File: src/rtl/mem_port_arbiter_if.sv
// Shared-memory bus bundle: fetch port, load/store port and the memory port.
// master = pipeline/memory side, slave = the arbiter.
interface mem_port_arbiter_if #(
   parameter int ADDR_W = 32
);
   logic              i_req;
   logic [ADDR_W-1:0] i_addr;
   logic              i_gnt;
   logic              i_rvalid;
   logic [31:0]       i_rdata;

   logic              d_req;
   logic              d_we;
   logic [3:0]        d_be;
   logic [ADDR_W-1:0] d_addr;
   logic [31:0]       d_wdata;
   logic              d_gnt;
   logic              d_rvalid;
   logic [31:0]       d_rdata;

   logic              m_en;
   logic [3:0]        m_we;
   logic [ADDR_W-1:0] m_addr;
   logic [31:0]       m_wdata;
   logic [31:0]       m_rdata;

   modport master (
      output i_req, i_addr, d_req, d_we, d_be, d_addr, d_wdata, m_rdata,
      input  i_gnt, i_rvalid, i_rdata, d_gnt, d_rvalid, d_rdata,
             m_en, m_we, m_addr, m_wdata
   );

   modport slave (
      input  i_req, i_addr, d_req, d_we, d_be, d_addr, d_wdata, m_rdata,
      output i_gnt, i_rvalid, i_rdata, d_gnt, d_rvalid, d_rdata,
             m_en, m_we, m_addr, m_wdata
   );
endinterface

File: src/rtl/mem_port_arbiter.sv
// Arbitrates fetch and load/store traffic onto one single-ported word memory,
// routes read data back one cycle later, and freezes traffic on the tohost store.
module mem_port_arbiter #(
   parameter int                ADDR_W          = 32,
   parameter logic [ADDR_W-1:0] TOHOST_ADDR     = 'h0000_5000,
   parameter int                MAX_DATA_STREAK = 4
) (
   input  logic               clk,
   input  logic               rst,
   mem_port_arbiter_if.slave  bus,
   output logic               halt
);
   localparam int                SW          = $clog2(MAX_DATA_STREAK + 1);
   localparam logic [SW-1:0]     STREAK_MAX  = SW'(MAX_DATA_STREAK);
   localparam logic [ADDR_W-1:0] WORD_MASK   = ~ADDR_W'(3);
   localparam logic [ADDR_W-1:0] TOHOST_WORD = TOHOST_ADDR & WORD_MASK;

   typedef enum logic [1:0] {IDLE, RESP_I, RESP_D} state_t;

   state_t            state;
   logic [SW-1:0]     streak;
   logic              halt_q;
   logic [31:0]       i_rdata_q;
   logic [31:0]       d_rdata_q;

   logic              open;
   logic              d_win;
   logic              i_gnt;
   logic              d_gnt;
   logic              d_store;
   logic              d_load;
   logic              any_gnt;
   logic [ADDR_W-1:0] word_addr;
   logic              tohost_hit;

   // Data port has priority until it has starved a waiting fetch MAX_DATA_STREAK times.
   assign open    = !rst && !halt_q;
   assign d_win   = bus.d_req && (!bus.i_req || streak != STREAK_MAX);
   assign d_gnt   = open && d_win;
   assign i_gnt   = open && bus.i_req && !d_win;
   assign d_store = d_gnt && bus.d_we;
   assign d_load  = d_gnt && !bus.d_we;
   assign any_gnt = i_gnt || d_gnt;

   assign word_addr  = (d_gnt ? bus.d_addr : bus.i_addr) & WORD_MASK;
   assign tohost_hit = d_store && ((bus.d_addr & WORD_MASK) == TOHOST_WORD) &&
                       bus.d_be[0] && (bus.d_wdata[7:0] == 8'h01);

   assign bus.i_gnt   = i_gnt;
   assign bus.d_gnt   = d_gnt;
   assign bus.m_en    = any_gnt;
   assign bus.m_we    = d_store ? bus.d_be : 4'b0000;
   assign bus.m_addr  = any_gnt ? word_addr : '0;
   assign bus.m_wdata = d_store ? bus.d_wdata : 32'h0;

   // Reset masks the response path immediately so a pending response is dropped.
   assign bus.i_rvalid = !rst && (state == RESP_I);
   assign bus.d_rvalid = !rst && (state == RESP_D);
   assign bus.i_rdata  = rst ? 32'h0 : ((state == RESP_I) ? bus.m_rdata : i_rdata_q);
   assign bus.d_rdata  = rst ? 32'h0 : ((state == RESP_D) ? bus.m_rdata : d_rdata_q);
   assign halt         = !rst && halt_q;

   always_ff @(posedge clk) begin
      if (rst) begin
         state     <= IDLE;
         i_rdata_q <= 32'h0;
         d_rdata_q <= 32'h0;
      end else begin
         if (i_gnt)       state <= RESP_I;
         else if (d_load) state <= RESP_D;
         else             state <= IDLE;
         if (state == RESP_I) i_rdata_q <= bus.m_rdata;
         if (state == RESP_D) d_rdata_q <= bus.m_rdata;
      end
   end

   always_ff @(posedge clk) begin
      if (rst) begin
         streak <= '0;
         halt_q <= 1'b0;
      end else begin
         if (i_gnt || !bus.i_req)
            streak <= '0;
         else if (d_gnt && streak != STREAK_MAX)
            streak <= streak + 1'b1;
         if (tohost_hit)
            halt_q <= 1'b1;
      end
   end
endmodule

File: src/flat_wrapper.sv
// flat-port wrapper written by rule: the top's interface ports become plain ports
module mem_port_arbiter_flat 
#(
   parameter int                ADDR_W          = 32,
   parameter logic [ADDR_W-1:0] TOHOST_ADDR     = 'h0000_5000,
   parameter int                MAX_DATA_STREAK = 4
)
  (clk, rst, halt, bus_i_req, bus_i_addr, bus_d_req, bus_d_we, bus_d_be, bus_d_addr, bus_d_wdata, bus_m_rdata, bus_i_gnt, bus_i_rvalid, bus_i_rdata, bus_d_gnt, bus_d_rvalid, bus_d_rdata, bus_m_en, bus_m_we, bus_m_addr, bus_m_wdata);
  mem_port_arbiter_if #(.ADDR_W(ADDR_W)) bus_i ();
  input  logic clk;
  input  logic rst;
  output logic halt;
  input wire logic [$bits(bus_i.i_req)-1:0] bus_i_req;
  input wire logic [$bits(bus_i.i_addr)-1:0] bus_i_addr;
  input wire logic [$bits(bus_i.d_req)-1:0] bus_d_req;
  input wire logic [$bits(bus_i.d_we)-1:0] bus_d_we;
  input wire logic [$bits(bus_i.d_be)-1:0] bus_d_be;
  input wire logic [$bits(bus_i.d_addr)-1:0] bus_d_addr;
  input wire logic [$bits(bus_i.d_wdata)-1:0] bus_d_wdata;
  input wire logic [$bits(bus_i.m_rdata)-1:0] bus_m_rdata;
  output wire logic [$bits(bus_i.i_gnt)-1:0] bus_i_gnt;
  output wire logic [$bits(bus_i.i_rvalid)-1:0] bus_i_rvalid;
  output wire logic [$bits(bus_i.i_rdata)-1:0] bus_i_rdata;
  output wire logic [$bits(bus_i.d_gnt)-1:0] bus_d_gnt;
  output wire logic [$bits(bus_i.d_rvalid)-1:0] bus_d_rvalid;
  output wire logic [$bits(bus_i.d_rdata)-1:0] bus_d_rdata;
  output wire logic [$bits(bus_i.m_en)-1:0] bus_m_en;
  output wire logic [$bits(bus_i.m_we)-1:0] bus_m_we;
  output wire logic [$bits(bus_i.m_addr)-1:0] bus_m_addr;
  output wire logic [$bits(bus_i.m_wdata)-1:0] bus_m_wdata;
  assign bus_i.i_req = bus_i_req;
  assign bus_i.i_addr = bus_i_addr;
  assign bus_i.d_req = bus_d_req;
  assign bus_i.d_we = bus_d_we;
  assign bus_i.d_be = bus_d_be;
  assign bus_i.d_addr = bus_d_addr;
  assign bus_i.d_wdata = bus_d_wdata;
  assign bus_i.m_rdata = bus_m_rdata;
  assign bus_i_gnt = bus_i.i_gnt;
  assign bus_i_rvalid = bus_i.i_rvalid;
  assign bus_i_rdata = bus_i.i_rdata;
  assign bus_d_gnt = bus_i.d_gnt;
  assign bus_d_rvalid = bus_i.d_rvalid;
  assign bus_d_rdata = bus_i.d_rdata;
  assign bus_m_en = bus_i.m_en;
  assign bus_m_we = bus_i.m_we;
  assign bus_m_addr = bus_i.m_addr;
  assign bus_m_wdata = bus_i.m_wdata;
  mem_port_arbiter #(.ADDR_W(ADDR_W), .TOHOST_ADDR(TOHOST_ADDR), .MAX_DATA_STREAK(MAX_DATA_STREAK)) u_core (.clk(clk), .rst(rst), .bus(bus_i), .halt(halt));
endmodule
File: config.mk
export PLATFORM = sky130hd
export DESIGN_NAME = mem_port_arbiter_flat
export DESIGN_NICKNAME = d
export VERILOG_FILES = /design/src/rtl/mem_port_arbiter_if.sv /design/src/rtl/mem_port_arbiter.sv /design/src/flat_wrapper.sv
export SDC_FILE = /design/constraint.sdc
export NUM_CORES = 1
export LEC_CHECK = 0
export CAP_MARGIN = 40
export CORE_AREA = 2 2 107 109
export DETAILED_ROUTE_END_ITERATION = 8
export DIE_AREA = 0 0 109 111
export PLACE_DENSITY = 0.75
export SLEW_MARGIN = 20
export SYNTH_ARGS = -nofsm -noshare
export SYNTH_HDL_FRONTEND = slang
export SYNTH_SLANG_ARGS = --single-unit
File: constraint.sdc
create_clock -name clk -period 2.51 [get_ports clk]
set_clock_uncertainty 0.2 [all_clocks]
set_input_delay 0.3765 -clock clk [delete_from_list [all_inputs] [get_ports clk]]
set_output_delay 0.3765 -clock clk [all_outputs]
set_load 0.01 [all_outputs]
# Word level (Yosys, flattened, before mapping)

Index checks and enable logic that the tools add are counted.

Register bits after elaboration: 70
Input bits: 137
Output and inout bits: 138
Logic and storage cells: 46

$add $sub $neg: 1
Eq/ne operators: 5
Mux-type cells: 10
Reduce and logical (&&, ||, !) cells: 24

Operators by type and width:

| operator             | number |
|---|---|
| $mux 32              | 7 |
| $eq 30x13->1 const B | 1 |
| $logic_and 1x1->1    | 14 |
| $eq 8x1->1 const B   | 1 |
| $logic_not 1->1      | 5 |
| $mux 4               | 1 |
| $reduce_or 2->1      | 2 |
| $add 3x1->3 const B  | 1 |
| $logic_or 1x1->1     | 3 |
| $ne 3x3->1 const B   | 1 |
| $eq 2x1->1 const B   | 1 |
| $eq 2x2->1 const B   | 1 |
| $mux 2               | 1 |
| $mux 1               | 1 |

# Logic depth before layout (Yosys ltp)

Depth after elaboration: 8
Mapped depth: 7
Gate-level depth less buffers: 6

# Least setup slack after synthesis

OpenSTA, ideal clock, no wires.

Path type: reg-to-output
Start: register u_core.streak[0]
End: output bus_m_addr[22]
Arrival time: 1.482 ns
Required time: 1.934 ns
Slack: 0.452 ns
Cell stages (with the launch flop): 7
Buffers on the path: 1
Path through: dfxtp_1 > inv_1 > ha_1 > nand2_2 > a2111oi_4 > buf_6 > a22o_1

Cells in the longest elaborated chain, start to end: 7
Elaborated cells between the ends (all ways): 9
Classes of those cells: 1 x eq/ne; 2 x mux; 6 x reduce/logical

Ends and longest elaborated chain:

| what                     | RTL line               | RTL |
|---|---|---|
| start: declaration       | mem_port_arbiter.sv:21 | `logic [SW-1:0] streak;` |
| start signal: assignment | mem_port_arbiter.sv:85 | `streak <= streak + 1'b1;` |
| $ne 3x3->1               | mem_port_arbiter.sv:38 | `assign d_win = bus.d_req && (!bus.i_req \|\| streak != STREAK_MAX);` |
| $logic_or 1x1->1         | mem_port_arbiter.sv:38 |  |
| $logic_and 1x1->1        | mem_port_arbiter.sv:38 |  |
| $logic_not 1->1          | mem_port_arbiter.sv:40 | `assign i_gnt = open && bus.i_req && !d_win;` |
| $logic_and 1x1->1        | mem_port_arbiter.sv:40 |  |
| named net bus_i_gnt      | flat_wrapper.sv:21     | `output wire logic [$bits(bus_i.i_gnt)-1:0] bus_i_gnt;` |
| $logic_or 1x1->1         | mem_port_arbiter.sv:43 | `assign any_gnt = i_gnt \|\| d_gnt;` |
| $mux 32                  | mem_port_arbiter.sv:53 | `assign bus.m_addr = any_gnt ? word_addr : '0;` |
| end: declaration         | flat_wrapper.sv:29     | `output wire logic [$bits(bus_i.m_addr)-1:0] bus_m_addr;` |

The timed path passes the listed nets, and every way through them passes these cells.

# Final worst setup path

Start: register u_core.streak[0]
End: output bus_m_addr[31]

Cells in the longest elaborated chain, start to end: 7
Elaborated cells between the ends (all ways): 9
Classes of those cells: 1 x eq/ne; 2 x mux; 6 x reduce/logical

Ends and longest elaborated chain:

| what                  | RTL line |
|---|---|
| $ne 3x3->1 (*)        | mem_port_arbiter.sv:38 |
| $logic_or 1x1->1 (*)  | mem_port_arbiter.sv:38 |
| $logic_and 1x1->1 (*) | mem_port_arbiter.sv:38 |
| $logic_not 1->1       | mem_port_arbiter.sv:40 |
| $logic_and 1x1->1     | mem_port_arbiter.sv:40 |
| $logic_or 1x1->1      | mem_port_arbiter.sv:43 |
| $mux 32 (*)           | mem_port_arbiter.sv:53 |

Every way passes the cells marked *; elsewhere a longest branch is shown, timed or not.

==> flow_summary.json <==
{
  "ant_nets": 0,
  "worstReg2RegStart": "u_core.streak[0]$_SDFFE_PP0P_",
  "hold-path-cell-count": 2,
  "grt_util_all_layers_pct": 22.59,
  "synthTopCellsByArea": "dfxtp_1 43%, nand2_1 15%, a21oi_1 10%",
  "drtIter0Drc": 198,
  "rsz0062_at_grt": "true",
  "final_cell_mix": "134 x clkdlybuf4s50_1, 131 x nand2_1, 66 x a21oi_1, 66 x dfxtp_1, 52 x dlygate4sd2_1",
  "relSlewSlack_pct": 65.38,
  "clk_pin_slew_ns": 0.05,
  "initial_core_util_pct": 29.12,
  "top_layer_used": "met4",
  "cp.arrival_ns": 1.90,
  "outcome": "finished, final reports clean",
  "htree_levels": 3,
  "core-area_um2": 11080,
  "die_height_um": 111,
  "synth_seq_cells": 70,
  "worstReg2RegEnd": "u_core.streak[2]$_SDFFE_PP0P_",
  "worstSkewPairLatency_ns": 0.32,
  "hold_path_class": "input port to flop",
  "clock-sinks": 70,
  "hold_ws_ns": 0.1882,
  "cap_viol_max_count": 0,
  "root_buffer": "clkbuf_16",
  "synth_top_area_share_pct": 43.44,
  "worstHoldStart": "rst",
  "drt-pass1-iter-count": 4,
  "ys_warn_count": 0,
  "critPathKind": "flop to primary output",
  "power.density_nw_per_um2": 479.4,
  "synth_area_per_cell_um2": 7.810,
  "worstPathMaxFanout": 7,
  "totalWireLength_um": 14150,
  "power_mw": 3.023,
  "dp_hpwl_um": 10860,
  "vias_per_cell": 4.855,
  "wl_met1_um": 5523,
  "syn_area_um2": 3226,
  "period_share_pct": 98.74,
  "area_delta_synth_final_pct": 95.50,
  "die-area_um2": 12100,
  "end_kind": "primary output",
  "cts_buffers": 9,
  "synth_cell_types": 33,
  "holdPathEnd": "u_core.state[0]$_SDFF_PP0_",
  "tightestPinTransition_ns": 0.5194,
  "final_util_pct": 56.93,
  "vdd_drop_max_v": 0.0003419,
  "grt_max_degree": 70,
  "grt_pass1_vias": 3974,
  "start_kind": "flop",
  "hold_viol": 0,
  "fmaxAchievable_mhz": 403.5,
  "nets": 822,
  "vias": 4025,
  "grt_pass1_wl_um": 21110,
  "row_count": 39,
  "antenna_found_initial": 0,
  "drcViolationCount": 0,
  "portBuffers": 268,
  "gp_congestion": 0.8892,
  "setup_viol": 0,
  "r2r_cells": 8,
  "leakagePower_nw": 3.101,
  "dp.cells": 805,
  "yosys.area.top_type": "dfxtp_1",
  "drv_slew": 0,
  "cts_buffer_depth": 2,
  "drive_above_1_share_pct": 16.76,
  "wl_per_cell_um": 17.07,
  "met3WireLength_um": 1158,
  "instances_no_fill": 829,
  "antenna_cells": 0,
  "die_w_um": 109,
  "seq_area_frac_synth_pct": 43.44,
  "r2r_slack_ns": 0.73,
  "fin_crit_ns": 2.478,
  "netlist_instances": 413,
  "final_common_cell": "clkdlybuf4s50_1",
  "overflow": 0,
  "pre_cts_ws_ns": -0.4417,
  "cts_tree": "done",
  "setup_slack_ns": 0.03175,
  "wl_met2_um": 7140,
  "io_pins": 275,
  "crit_required_ns": 1.93,
  "crit_start": "u_core.streak[0]$_SDFFE_PP0P_"
}
## per-layer routing
layer / GRT usage [%] / up-vias
li1: - / 1943
met1: 25.05 / 1881
met2: 40.25 / 178
met3: 7.172 / 23
met4: 7.094 / 0
met5: 0 / -
## cells by family after synthesis
group | after synthesis | share of synthesized area (%)
flip-flops | 70 | 43.44
buffers and inverters | 42 | 6.788
adder cells (fa/ha/maj) | 2 | 0.7757
other | 1 | 0.1163
AND/OR/NAND/NOR | 197 | 28.39
XOR/XNOR | 1 | 0.2716
AO/OA/AOI/OAI | 100 | 20.21
## area by class of cell
cell class	instances	area, µm²
clock buffer	13	260.3
inverter	3	11.26
multi-input combinational	302	1649
tap	143	178.9
fill	1024	4771
timing repair buffer	297	2770
clock inverter	1	30.03
sequential	70	1406
## how the worst max path moves through the flow
stage / end / slack [ns] / depth (start not counted)
final: bus_m_addr[31] / 0.03 / 9
after detailed placement: bus_m_wdata[10] / -0.44 / 6
after floorplan: bus_m_addr[22] / 0.45 / 6
after global routing: bus_m_addr[31] / -0.03 / 9
after global placement: bus_m_wdata[10] / -0.42 / 6
after CTS: bus_d_rdata[23] / -0.04 / 5
## Yosys cell counts
library cell  instances
and3_1               35
conb_1                1
nor4bb_1              1
a2111oi_4             1
clkbuf_1             24
and3_4                1
nand4_1               2
ha_1                  2
a21o_1                1
inv_1                 3
and4b_1               1
buf_1                 2
buf_2                 1
a21oi_1              66
buf_4                 3
a22o_1               30
nor2_1                4
nor3b_4               1
nor4_1                7
o21a_4                1
nand2b_1              2
nand2_2               1
a2111oi_0             1
nor3_1                4
xnor2_1               1
clkbuf_2              3
nor4b_1               1
nor2b_1               4
nand3_1               1
dfxtp_1              70
or3_1                 1
buf_6                 6
nand2_1             131
## timing repair
item                                    in CTS  in global routing
cloned                                       3                  1
buffers inserted                             8                  1
gates resized for setup                    297                 51
pin swaps                                    7                 10
hold buffers                                 0                  0
endpoints found under the setup margin     122                 73
hold endpoints to repair                     0                  0
## critical path, stage by stage (launching register included)
cell     delay [ns]
dfxtp_2        0.32
inv_2          0.07
ha_4           0.15
nand2_4        0.06
buf_6          0.12
o21a_4         0.23
buf_6          0.13
buf_6          0.12
a22o_1         0.22
buf_2          0.14
## through the flow
step	setup TNS [ns]	area (µm²)
after detailed placement	-24.73	6076
final	0	6306
after global routing	-0.2815	6306
after floorplan	0	3229
after global placement	-21.44	6076
after CTS	-0.1872	6247
## report_power, final
group          switching (mW)  internal, mW
registers              0.0107          1.15
logic                   0.266         0.360
clock network           0.426         0.812
total                   0.703          2.32
## flip-flops by register name, summed over array words and instances, names as in the netlist
register and flops:
u_core.state 2, u_core.streak 3, u_core.halt_q 1, u_core.d_rdata_q 32
u_core.i_rdata_q 32
No activity file was read; power rests on OpenSTA's default activity.
